File: src/rtl/gemm_issue_ctrl.sv
// gemm_issue_ctrl
//
// Issue controller between the core's execute stage and a GEMM accelerator.
// It queues ISSUE commands ({rs1, rs2}) in a small FIFO and launches them one at
// a time through a start/done handshake. It stalls the core on a full queue or on
// a WAIT while work is outstanding. Each running job is supervised by a timeout,
// and non-idle cycles are counted.
//
// Ports:
//   clk          core clock, rising edge
//   rst          asynchronous reset, active low
//   gemm_valid   execute-stage instruction is a GEMM instruction
//   gemm_func3   3'b000 ISSUE, 3'b001 WAIT, others no-op
//   flush        kill the execute-stage instruction this cycle
//   rs1_data     operand A (config word A)
//   rs2_data     operand B (config word B)
//   gemm_done    one-cycle completion pulse from the accelerator
//   err_clr      clears err_timeout
//   acc_start    one-cycle start pulse to the accelerator
//   acc_cfg_a/b  operands of the launched job; hold their value between launches
//   gemm_stall   hold the core pipeline this cycle
//   busy         queue non-empty or a job is starting or running
//   err_timeout  sticky hung-job flag
//   perf_cycles  saturating count of non-idle cycles
module gemm_issue_ctrl #(
    parameter int DEPTH       = 2,
    parameter int TIMEOUT_CYC = 65535
) (
    input  logic        clk,
    input  logic        rst,
    input  logic        gemm_valid,
    input  logic [2:0]  gemm_func3,
    input  logic        flush,
    input  logic [31:0] rs1_data,
    input  logic [31:0] rs2_data,
    input  logic        gemm_done,
    input  logic        err_clr,
    output logic        acc_start,
    output logic [31:0] acc_cfg_a,
    output logic [31:0] acc_cfg_b,
    output logic        gemm_stall,
    output logic        busy,
    output logic        err_timeout,
    output logic [31:0] perf_cycles
);

    localparam int AW = $clog2(DEPTH);
    localparam int CW = AW + 1;
    localparam logic [CW-1:0] FULL_COUNT = CW'(DEPTH);
    localparam logic [31:0]   TMO_LAST   = 32'(TIMEOUT_CYC - 1);

    typedef enum logic [1:0] {
        IDLE,
        START,
        RUN
    } state_t;

    state_t state, next_state;

    logic [63:0]    mem [DEPTH];
    logic [AW-1:0]  wr_ptr, rd_ptr;
    logic [CW-1:0]  count;
    logic [31:0]    tmo_cnt;

    logic fifo_empty, fifo_full;
    logic is_issue, is_wait;
    logic push, pop, timeout;
    logic [63:0] head;

    assign fifo_empty = (count == '0);
    assign fifo_full  = (count == FULL_COUNT);
    assign is_issue   = (gemm_func3 == 3'b000);
    assign is_wait    = (gemm_func3 == 3'b001);
    assign head       = mem[rd_ptr];

    assign busy       = !fifo_empty || (state != IDLE);
    // Stall depends only on the instruction and registered state, never on flush.
    // The full check ignores a same-cycle pop on purpose (no bypass path).
    assign gemm_stall = gemm_valid && ((is_issue && fifo_full) || (is_wait && busy));
    assign push       = gemm_valid && !flush && !gemm_stall && is_issue;
    assign pop        = (state == START);
    // gemm_done in the final cycle wins over the timeout.
    assign timeout    = (state == RUN) && !gemm_done && (tmo_cnt == TMO_LAST);
    assign acc_start  = (state == START);

    // State register.
    always_ff @(posedge clk or negedge rst) begin
        if (!rst) begin
            state <= IDLE;
        end else begin
            state <= next_state;
        end
    end

    // Next-state logic; gemm_done only matters while RUN.
    always_comb begin
        next_state = state;
        case (state)
            IDLE:    if (!fifo_empty) next_state = START;
            START:   next_state = RUN;
            RUN: begin
                if (gemm_done) begin
                    next_state = fifo_empty ? IDLE : START;
                end else if (timeout) begin
                    next_state = IDLE;
                end
            end
            default: next_state = IDLE;
        endcase
    end

    // Command storage; contents need no reset because count gates every read.
    always_ff @(posedge clk) begin
        if (push) begin
            mem[wr_ptr] <= {rs1_data, rs2_data};
        end
    end

    // FIFO pointers and occupancy. A timeout drops every queued entry, but an
    // ISSUE accepted in that same cycle is still kept.
    always_ff @(posedge clk or negedge rst) begin
        if (!rst) begin
            wr_ptr <= '0;
            rd_ptr <= '0;
            count  <= '0;
        end else begin
            if (push) begin
                wr_ptr <= wr_ptr + AW'(1);
            end
            if (timeout) begin
                rd_ptr <= wr_ptr;
                count  <= push ? CW'(1) : '0;
            end else begin
                if (pop) begin
                    rd_ptr <= rd_ptr + AW'(1);
                end
                if (push && !pop) begin
                    count <= count + CW'(1);
                end else if (!push && pop) begin
                    count <= count - CW'(1);
                end
            end
        end
    end

    // The head is latched on entry to START, so the config is valid during the
    // start pulse and then holds until the next launch.
    always_ff @(posedge clk or negedge rst) begin
        if (!rst) begin
            acc_cfg_a <= '0;
            acc_cfg_b <= '0;
        end else if (next_state == START && state != START) begin
            acc_cfg_a <= head[63:32];
            acc_cfg_b <= head[31:0];
        end
    end

    // Timeout counter, cleared in START so it starts at zero on entry to RUN.
    always_ff @(posedge clk or negedge rst) begin
        if (!rst) begin
            tmo_cnt <= '0;
        end else if (state == START) begin
            tmo_cnt <= '0;
        end else if (state == RUN) begin
            tmo_cnt <= tmo_cnt + 32'd1;
        end
    end

    // Sticky error flag; setting wins over clearing.
    always_ff @(posedge clk or negedge rst) begin
        if (!rst) begin
            err_timeout <= 1'b0;
        end else if (timeout) begin
            err_timeout <= 1'b1;
        end else if (err_clr) begin
            err_timeout <= 1'b0;
        end
    end

    // Saturating non-idle cycle counter.
    always_ff @(posedge clk or negedge rst) begin
        if (!rst) begin
            perf_cycles <= '0;
        end else if (state != IDLE && perf_cycles != 32'hFFFF_FFFF) begin
            perf_cycles <= perf_cycles + 32'd1;
        end
    end

endmodule

File: config.mk
export PLATFORM = sky130hd
export DESIGN_NAME = gemm_issue_ctrl
export DESIGN_NICKNAME = d
export VERILOG_FILES = /design/src/rtl/gemm_issue_ctrl.sv
export SDC_FILE = /design/constraint.sdc
export NUM_CORES = 1
export LEC_CHECK = 0
export ABC_AREA = 1
export CAP_MARGIN = 20
export CORE_MARGIN = 3
export CORE_UTILIZATION = 54
export DETAILED_ROUTE_END_ITERATION = 16
export GPL_TIMING_DRIVEN = 0
export MAX_ROUTING_LAYER = met4
export PLACE_DENSITY_LB_ADDON = 0.3
export SYNTH_ARGS = -nofsm -noshare
export SYNTH_HDL_FRONTEND = slang
export SYNTH_SLANG_ARGS = --single-unit
File: constraint.sdc
create_clock -name clk -period 4.3 [get_ports clk]
set_input_delay 0.43 -clock clk [delete_from_list [all_inputs] [get_ports clk]]
set_output_delay 0.43 -clock clk [all_outputs]
set_load 0.02 [all_outputs]
==> results of run 1 <==
## cell type report
class | count | area share (%)
plain buffers | 31 | 1.64
inverters | 147 | 3.73
clock inverters | 8 | 0.931
multi-input cells | 640 | 24.5
diodes | 1 | 0.0169
flip-flops and latches | 263 | 48.9
repair buffers | 178 | 12.5
clock buffers | 44 | 5.49
well taps | 275 | 2.33
## cells in the mapped netlist
cell	instances	share of area [%]
a2111oi_0	1	0.075
nor2_8	1	0.17
nand4_1	13	0.70
or2_2	3	0.16
xnor2_1	11	0.83
edfxtp_1	128	33
xor2_1	20	1.5
clkbuf_1	10	0.32
nor2_1	76	2.5
and2_1	1	0.054
nand2_1	253	8.2
nor3b_1	4	0.26
buf_6	14	1.4
dfrtp_1	135	29
inv_1	146	4.7
nor4_1	3	0.16
nor3_2	1	0.086
nand3_1	30	1.3
o221ai_1	1	0.075
nor2_2	1	0.054
nor3_1	23	0.99
mux2_2	64	6.2
nand3b_1	3	0.19
o21a_1	2	0.13
ha_1	7	0.75
a211oi_1	1	0.065
clkinv_1	1	0.032
buf_2	2	0.086
nand2_2	4	0.22
a31oi_1	1	0.054
o21ai_0	26	1.1
o21bai_1	64	4.1
a21oi_1	25	1.1
or2_1	1	0.054
buf_4	5	0.32
## path summary, 6_finish.rpt
| check | slack (ns) | cells after the start | endpoint | from |
|---|---|---|---|---|
| min in group clk | 0.46 | 1 | mem[1][31] | rs2_data[31] |
| hold reg to reg | 0.49 | 1 | perf_cycles[21] | perf_cycles[21] |
| setup / recovery | 1.34 | 6 | gemm_stall | state[0] |
| max in group asynchronous | 3.09 | 3 | tmo_cnt[25] | rst |
| setup reg to reg | 2.02 | 7 | tmo_cnt[28] | state[0] |
| hold / removal | 0.43 | 2 | tmo_cnt[10] | rst |
## power by group through the flow
stage	clock (mW)	combinational [mW]	sequential, mW
6_report	2.43	3.76	3.35
5_1_grt	2.58	4.11	3.40
4_1_cts	2.49	3.81	3.35
3_5_place_dp	0	3.78	3.38
3_3_place_gp	0	3.67	3.38
2_1_floorplan	0	1.98	3.74
## registers in the layout (all words and copies together) (netlist names)
| name | cells |
|---|---|
| mem | 128 |
| rd_ptr | 1 |
| acc_cfg_a | 32 |
| wr_ptr | 1 |
| acc_cfg_b | 32 |
| err_timeout | 1 |
| state | 2 |
| perf_cycles | 32 |
| count | 2 |
| tmo_cnt | 32 |
## critical path, delay by kind of cell (launching register included)
kind	cells	cell delay [ns]
AO/OA/AOI/OAI	1	0.36
adder cells (fa/ha/maj)	1	0.21
buffers and inverters	3	0.91
flip-flops	1	0.40
AND/OR/NAND/NOR	1	0.11
## per-layer routing
layer	wire length [um]	up-vias
met3	1730	42
met4	643	0
li1	-	3951
met5	0	-
met2	12900	221
met1	9970	3876
## timing repair
item	in CTS	in global routing
endpoints found under the hold margin	54	0
hold buffers	1	0
resized for setup	0	0
endpoints found under the setup margin	0	0
## through the flow
stage / cell area (um^2) / setup WS, ns / util, % / power [mW]
after global routing: 14800 / 1.04 / 70.1 / 10.1
after detailed placement: 13800 / 1.44 / 65.5 / 7.16
after global placement: 13700 / -2.97 / 64.9 / 7.05
after floorplan: 11600 / 0.140 / - / 5.72
after CTS: 14800 / 1.30 / 70.1 / 9.64
final: 14800 / 1.34 / 70.1 / 9.54
## cells by family after synthesis
logic type / Yosys count
xor+xnor: 31
mux: 64
fa+ha+maj: 7
simple gates: 417
flops: 263
buf+inv: 178
compound gates: 121
==> results.py, run 1 <==
metrics = {
    "worst_setup_path": {
        "cp_slowest_cell": "clkdlybuf4s50_1",
        "critical_path_class": "register to primary output",
        "worst_setup_path_start_kind": "register",
        "crit_fanout": 5,
        "crit_chain": "inv_1 > ha_1 > inv_1 > nor2_1 > a2111oi_0 > clkdlybuf4s50_1",
        "critPathMaxStageDelay_ns": 0.68,
        "endpoint_kind": "primary output",
        "arrival_ns": 2.53,
        "required_ns": 3.87,
        "cpMostUsedCell": "inv_1",
    },
    "pwr": {
        "power_switching_share_pct": 35.2,
        "intPower_mw": 6.18,
        "comb_power_share_pct": 39.4,
        "p_leak_nw": 6.31,
        "p_clk_share_pct": 25.4,
        "seqPwrFrac_pct": 35.1,
        "p_per_area_nw_per_um2": 645,
        "switchingPower_mw": 3.36,
        "peakVddDrop_v": 0.000476,
    },
    "clocking": {
        "cts_tree": "done",
        "cts_max_level": 1,
        "clock_path_buffers": 3,
        "clkTransAtPathRegs_ns": 0.06,
        "cts_root_buffer": "clkbuf_16",
        "numClockSinks": 263,
        "worstSkewPairLatency_ns": 0.55,
        "numCtsBuffers": 28,
        "cts_setup_buffers": 0,
    },
    "timing": {
        "hold_slack_ns": 0.430,
        "fin_skew_ns": 0.0252,
        "slew_viol_final": 0,
        "setup-violations-final": 0,
        "finalCritPeriodShare_pct": 68.8,
        "period_minus_slack_ns": 2.96,
        "setup_tns_ns": 0,
        "fmax_mhz": 338,
        "max_slew_margin_pct": 48.5,
        "rsz0062_at_grt": "no",
        "worstMarginPinSlew_ns": 0.770,
        "finalHoldViolCount": 0,
    },
    "synth": {
        "synthSimpleGateAreaFrac_pct": 15.0,
        "synth-xor-area-share_pct": 2.34,
        "synth.cell_area_um2": 11600,
        "synth.distinct_cells": 35,
        "synthCells": 1081,
        "synth_top_family_by_area": "simple AND/OR/NAND/NOR gates",
        "synth_fa_ha_area_share_pct": 0.753,
        "synth_fp_nets": 1161,
        "synthMuxAreaShare_pct": 6.20,
        "syn_area_per_cell_um2": 10.8,
        "yosysWarnings": 0,
        "seq_area_frac_synth_pct": 62.1,
        "synth_compound_area_share_pct": 6.73,
        "synth_seq_cells": 263,
    },
    "finish": {
        "layout.cells.non_filler": 1587,
        "nFillCells": 1518,
        "layout_commonest_cell": "nand2_1",
        "seq_area_um2": 7220,
        "layout-drive-gt1-share_pct": 10.8,
        "nNetsFinal": 1369,
        "final_cell_mix": "nand2_1 (253), clkdlybuf4s50_1 (171), inv_1 (146)",
        "multi_input_area_um2": 3620,
        "area_growth_pct": 27.2,
    },
    "run": {
        "maxCapViolCount": 0,
    },
    "floorplanning": {
        "row_count": 53,
        "die_area_um2": 23300,
        "core_um2": 21100,
        "io_pins": 173,
        "fp.dieW_um": 153,
        "die_h_um": 153,
        "start_util_pct": 55.1,
    },
    "placed_design": {
        "dp.cells": 1533,
        "hpwl_mm": 17.6,
        "io_buffers": 172,
        "globalplace.congestion": 0.891,
    },
    "status": {
        "status": "completed",
    },
    "routing": {
        "vias_per_cell": 5.10,
        "num_vias": 8090,
        "drc": 0,
        "routedWlPerCell_um": 15.9,
        "first_iter_violations": 351,
        "routed_wl_mm": 25.3,
        "antenna_left": 0,
        "firstDrtPassIters": 5,
    },
    "global_routing": {
        "grt_pass1_wl_mm": 41.3,
        "overflow": 0,
        "busiest_layer": "met2",
        "use_met1_pct": 26.5,
        "met3_usage_pct": 5.06,
        "gr-usage-all-layers_pct": 22.1,
        "use_met2_pct": 37.8,
        "antenna_found_initial": 1,
        "grt_start_max_net_pins": 82,
        "grt_pass1_vias": 8278,
    },
    "min_path": {
        "min_path_type": "input pin to async pin",
    },
}
Note: power is estimated with default switching activity, not from simulation.
==> run 2, diff against run 1 <==
- clock period: 4.3 -> 2.89 ns (I/O delays scaled with it)
==> run 2 against run 1 <==
Sequential share of layout area hardly changed. Die area is the same. Worst hold slack lost 0.17 ns. Register-to-register slack lost 1.5 ns. Combinational power increased by 48%.
==> results.py, run 2 (synthesis results as in run 1) <==
metrics = {
    "timing": {
        "period_minus_slack_ns": 2.57,
        "worstMarginPinSlew_ns": 0.664,
        "setup-violations-final": 0,
        "finalHoldViolCount": 0,
        "hold_slack_ns": 0.261,
        "fin_skew_ns": 0.0296,
        "finalWorstSetupSlack_ns": 0.321,
        "slew_viol_final": 0,
        "finalCritPeriodShare_pct": 88.9,
        "rsz0062_at_grt": "no",
        "max_slew_margin_pct": 55.8,
        "fmax_mhz": 389,
    },
    "floorplanning": {
        "row_count": 53,
        "fp.dieW_um": 153,
        "die_h_um": 153,
        "core_um2": 21100,
        "start_util_pct": 55.1,
        "die_area_um2": 23300,
        "io_pins": 173,
    },
    "global_routing": {
        "grt_pass1_vias": 8328,
        "grt_pass1_wl_mm": 41.4,
        "gr-usage-all-layers_pct": 22.1,
        "antenna_found_initial": 2,
        "grt_start_max_net_pins": 86,
        "overflow": 0,
    },
    "placed_design": {
        "hpwl_mm": 17.3,
        "dp.cells": 1533,
        "preCtsSetupSlack_ns": 0.565,
        "globalplace.congestion": 0.936,
        "io_buffers": 172,
    },
    "routing": {
        "num_vias": 8098,
        "antenna_left": 0,
        "drc": 0,
        "firstDrtPassIters": 4,
        "vias_per_cell": 5.11,
        "routed_wl_mm": 25.0,
        "first_iter_violations": 438,
        "routedWlPerCell_um": 15.8,
    },
    "worst_setup_path": {
        "required_ns": 2.60,
        "r2r_cells": 7,
        "worst_setup_path_start_kind": "register",
        "endpoint_kind": "primary output",
        "critical_path_class": "register to primary output",
        "rrSetupSlack_ns": 0.55,
        "arrival_ns": 2.28,
        "crit_fanout": 5,
    },
    "clocking": {
        "numClockSinks": 263,
        "cts_tree": "done",
        "clock_path_buffers": 3,
        "cts_max_level": 1,
        "numCtsBuffers": 28,
        "worstSkewPairLatency_ns": 0.56,
        "clkTransAtPathRegs_ns": 0.06,
        "cts_root_buffer": "clkbuf_16",
        "cts_setup_buffers": 0,
    },
    "finish": {
        "layout_commonest_cell": "nand2_1",
        "layout.cells.non_filler": 1586,
        "nNetsFinal": 1369,
        "regMostFlops": "mem",
        "largest_register_ffs": 128,
        "area_growth_pct": 27.1,
        "final_cell_mix": "nand2_1 (253), clkdlybuf4s50_1 (170), inv_1 (146)",
        "layout-drive-gt1-share_pct": 11.5,
    },
    "pwr": {
        "p_leak_nw": 6.32,
        "finalPower_mw": 14.1,
        "p_per_area_nw_per_um2": 956,
        "peakVddDrop_v": 0.000703,
    },
    "status": {
        "status": "completed",
    },
    "min_path": {
        "min_path_type": "input pin to async pin",
    },
    "run": {
        "maxCapViolCount": 0,
    },
}
run 2: area by class of cell:
class	count	area, um^2
diodes	2	5.00
clock buffers	37	795
repair buffers	178	1840
well taps	275	344
inverters	147	552
fillers	1541	6320
flip-flops and latches	263	7220
plain buffers	31	243
clock inverters	13	146
multi-input cells	640	3620
run 2: critical path, stage by stage, from the launching register on:
cell and delay, ns:
dfrtp_1 0.42, inv_1 0.09, ha_1 0.21, inv_1 0.15, nor2_1 0.11, inv_1 0.13
clkdlybuf4s50_1 0.62
run 2: worst paths after layout:
| check | startpoint | endpoint |
|---|---|---|
| setup / recovery | state[0] | busy |
| hold / removal | rst | tmo_cnt[14] |
| setup reg to reg | state[0] | tmo_cnt[28] |
| hold reg to reg | perf_cycles[11] | perf_cycles[11] |
| max in group asynchronous | rst | acc_cfg_b[10] |
| min in group clk | rs2_data[11] | mem[0][11] |
run 2: routing by layer:
layer / part of all wire, % / GRT usage (%) / wire [um] / vias up
li1: - / - / - / 3973
met1: 40 / 26.8 / 10100 / 3854
met2: 50 / 37.6 / 12600 / 234
met3: 7.1 / 5.17 / 1770 / 37
met4: 2.1 / 5.64 / 531 / 0
met5: 0 / - / 0 / -
run 2: timing repair:
action                     4_1_cts  5_1_grt
hold buffers                     1        0
gates resized for setup          1        0
hold endpoints to repair        50        0
setup endpoints to repair        1        0
run 2: power breakdown:
| group | switching, mW | internal (mW) |
|---|---|---|
| combinational | 3.14 | 2.43 |
| clock | 1.46 | 2.12 |
| sequential | 0.414 | 4.57 |
run 2: metrics by stage:
step / setup TNS [ns] / area [um^2] / utilization, %
2_1_floorplan: -6.68 / 11600 / -
3_3_place_gp: -759.44 / 13700 / 64.9
4_1_cts: 0 / 14800 / 70.0
5_1_grt: 0 / 14800 / 70.0
3_5_place_dp: 0 / 13800 / 65.5
6_report: 0 / 14800 / 70.0
==> edit (settings of run 1) <==
Make the reset (`rst`) synchronous in 6 clocked blocks. Comments in the files are not updated.
--- a/src/rtl/gemm_issue_ctrl.sv
+++ b/src/rtl/gemm_issue_ctrl.sv
@@ -85,5 +85,5 @@
 
     // State register.
-    always_ff @(posedge clk or negedge rst) begin
+    always_ff @(posedge clk) begin
         if (!rst) begin
             state <= IDLE;
@@ -119,5 +119,5 @@
     // FIFO pointers and occupancy. A timeout drops every queued entry, but an
     // ISSUE accepted in that same cycle is still kept.
-    always_ff @(posedge clk or negedge rst) begin
+    always_ff @(posedge clk) begin
         if (!rst) begin
             wr_ptr <= '0;
@@ -146,5 +146,5 @@
     // The head is latched on entry to START, so the config is valid during the
     // start pulse and then holds until the next launch.
-    always_ff @(posedge clk or negedge rst) begin
+    always_ff @(posedge clk) begin
         if (!rst) begin
             acc_cfg_a <= '0;
@@ -157,5 +157,5 @@
 
     // Timeout counter, cleared in START so it starts at zero on entry to RUN.
-    always_ff @(posedge clk or negedge rst) begin
+    always_ff @(posedge clk) begin
         if (!rst) begin
             tmo_cnt <= '0;
@@ -168,5 +168,5 @@
 
     // Sticky error flag; setting wins over clearing.
-    always_ff @(posedge clk or negedge rst) begin
+    always_ff @(posedge clk) begin
         if (!rst) begin
             err_timeout <= 1'b0;
@@ -179,5 +179,5 @@
 
     // Saturating non-idle cycle counter.
-    always_ff @(posedge clk or negedge rst) begin
+    always_ff @(posedge clk) begin
         if (!rst) begin
             perf_cycles <= '0;
Check against the original RTL: differs if rst is asserted again (counterexample within 4 cycles, from zero or initial values and one cycle with rst low); with rst held inactive, the same outputs for 10 cycles.
==> edit against run 1 <==
Combinational power decreased by 37%. Count of clock-buffer cells in the layout decreased by 2. Area after synthesis decreased by 6.2%. Sequential cell count unchanged. Final area decreased by 5.3%. Total power decreased by 17%. Worst setup slack improved by 0.16 ns. Routed wire length increased by 6.2%. Clock skew increased by 0.017 ns. Fmax increased by 5.7%. Sequential power decreased by 4%. Largest power group is now registers. Highest routed layer unchanged.
==> edit: results (changes against run 1) <==
The most frequently used flop master after synthesis is sky130_fd_sc_hd__dfxtp_1. The critical path arrival came out at 2.37 ns (-0.16 ns). The initial antenna violation count came out at 0 (-1). Transition at the pin with the smallest max-transition slack: 0.962 ns (+0.192 ns). The tools report the share of power burned in the clock network as 30.3% (+4.9 points). The fraction of the mapped netlist area in compound gates is 10.3% (+3.5 points).

The largest fanout on the critical path was 10 (+5). The clock skew after layout came out at 0.0417 ns (+0.0165 ns). The xor and xnor area share after synthesis was 1.93% (-0.41 points). Net count after synthesis: 1275 (+9.8%). Sorting the synthesized cells by area gives the leading types as sky130_fd_sc_hd__edfxtp_1, sky130_fd_sc_hd__dfxtp_1, sky130_fd_sc_hd__nand2_1, sky130_fd_sc_hd__nor2_1, sky130_fd_sc_hd__a31oi_1. The logs give 18800 um (+6.8%) for the detailed placer's ending HPWL and 5.36 mW (-13%) for the cell-internal power. Ranked by instance count, the synthesized netlist is headed by sky130_fd_sc_hd__nand2_1, sky130_fd_sc_hd__dfxtp_1, sky130_fd_sc_hd__nor2_1, sky130_fd_sc_hd__edfxtp_1, sky130_fd_sc_hd__o21ai_0.

For the worst vdd rail ir drop, the log shows 0.000531 V (+12%). The per-cell routed wire length is 15.9 um (-0.33%), and the first-pass GRT wire length is 42900 um (+3.9%). The logs give 4.94 nW (-22%) for the leakage power and 9023 (+12%) for the detailed-route via count. The async set-reset flop share out of synthesis was 0% (-51 points); the sequential logic power was 3.20 mW (-4%). The share of final-layout standard cells stronger than drive strength 1 is 7.78% (-3.0 points), and the placed cell area is 0.0130 sq mm (-5.7%). The switching part of the total is 32.7% (-2.5 points). Final-stage net count: 1480 (+8.1%).

The flow ran to the end, and the final reports show no timing, DRC or antenna violations. Class of the tightest hold or removal check: primary input to register. The least setup slack across all paths after layout came out at 1.50 ns (+0.159 ns).

The share of synthesized area spent on multiplexers is 0% (-6.2 points). The worst slack after detailed placement is 1.39 ns (-0.0456 ns). For the setup slack of the worst register-to-register path, the log shows 1.91 ns (-0.11 ns).
edit: cell types whose count changed in the layout (fill, tap and decap cells not counted), sizes merged, moves of 14 or more:
cell | run 1 | this run
a21oi | 25 | 47
a31oi | 1 | 64
clkbuf | 54 | 76
dfrtp | 135 | 0
dfxtp | 0 | 135
inv | 146 | 73
mux2 | 64 | 0
nand2 | 257 | 389
nand3 | 30 | 44
nor2 | 78 | 141
nor3 | 24 | 8
o21ai | 26 | 79
o21bai | 64 | 0
edit: path summary, 6_finish.rpt:
check | from | to
setup / recovery | state[0] | gemm_stall
hold reg to reg | tmo_cnt[6] | tmo_cnt[6]
hold / removal | rs1_data[17] | mem[0][49]
setup reg to reg | count[0] | mem[0][24]
edit: critical path: cells and delay by family, from the launching register on:
kind                   cells  cell delay (ns)
buffers and inverters      2             0.78
AOI/OAI and AO/OA          1             0.38
DFF                        1             0.34
and+or+nand+nor            2             0.35
edit: per-layer routing:
layer  vias to the layer above  wire length (um)  GRT usage, %
li1                       4427                 -             -
met1                      4190             10700          30.1
met2                       353             13300          42.2
met3                        53              2270          5.21
met4                         0               567          6.42
met5                         -                 0             -
edit: final cells by class:
type | instances | area [sq um]
clock buffer | 42 | 855
timing repair buffer | 175 | 1790
tap | 265 | 332
fill | 1513 | 5660
multi-input combinational | 818 | 3860
inverter | 73 | 279
sequential | 263 | 6550
buffer | 45 | 226
clock inverter | 10 | 106
edit: metrics by stage:
| stage | utilization (%) | instances |
|---|---|---|
| finish | 71.2 | 1691 |
| global route | 71.2 | 1691 |
| CTS | 71.2 | 1691 |
| detailed placement | 66.3 | 1639 |
| global placement | 65.9 | 1636 |
| floorplan | - | 1199 |
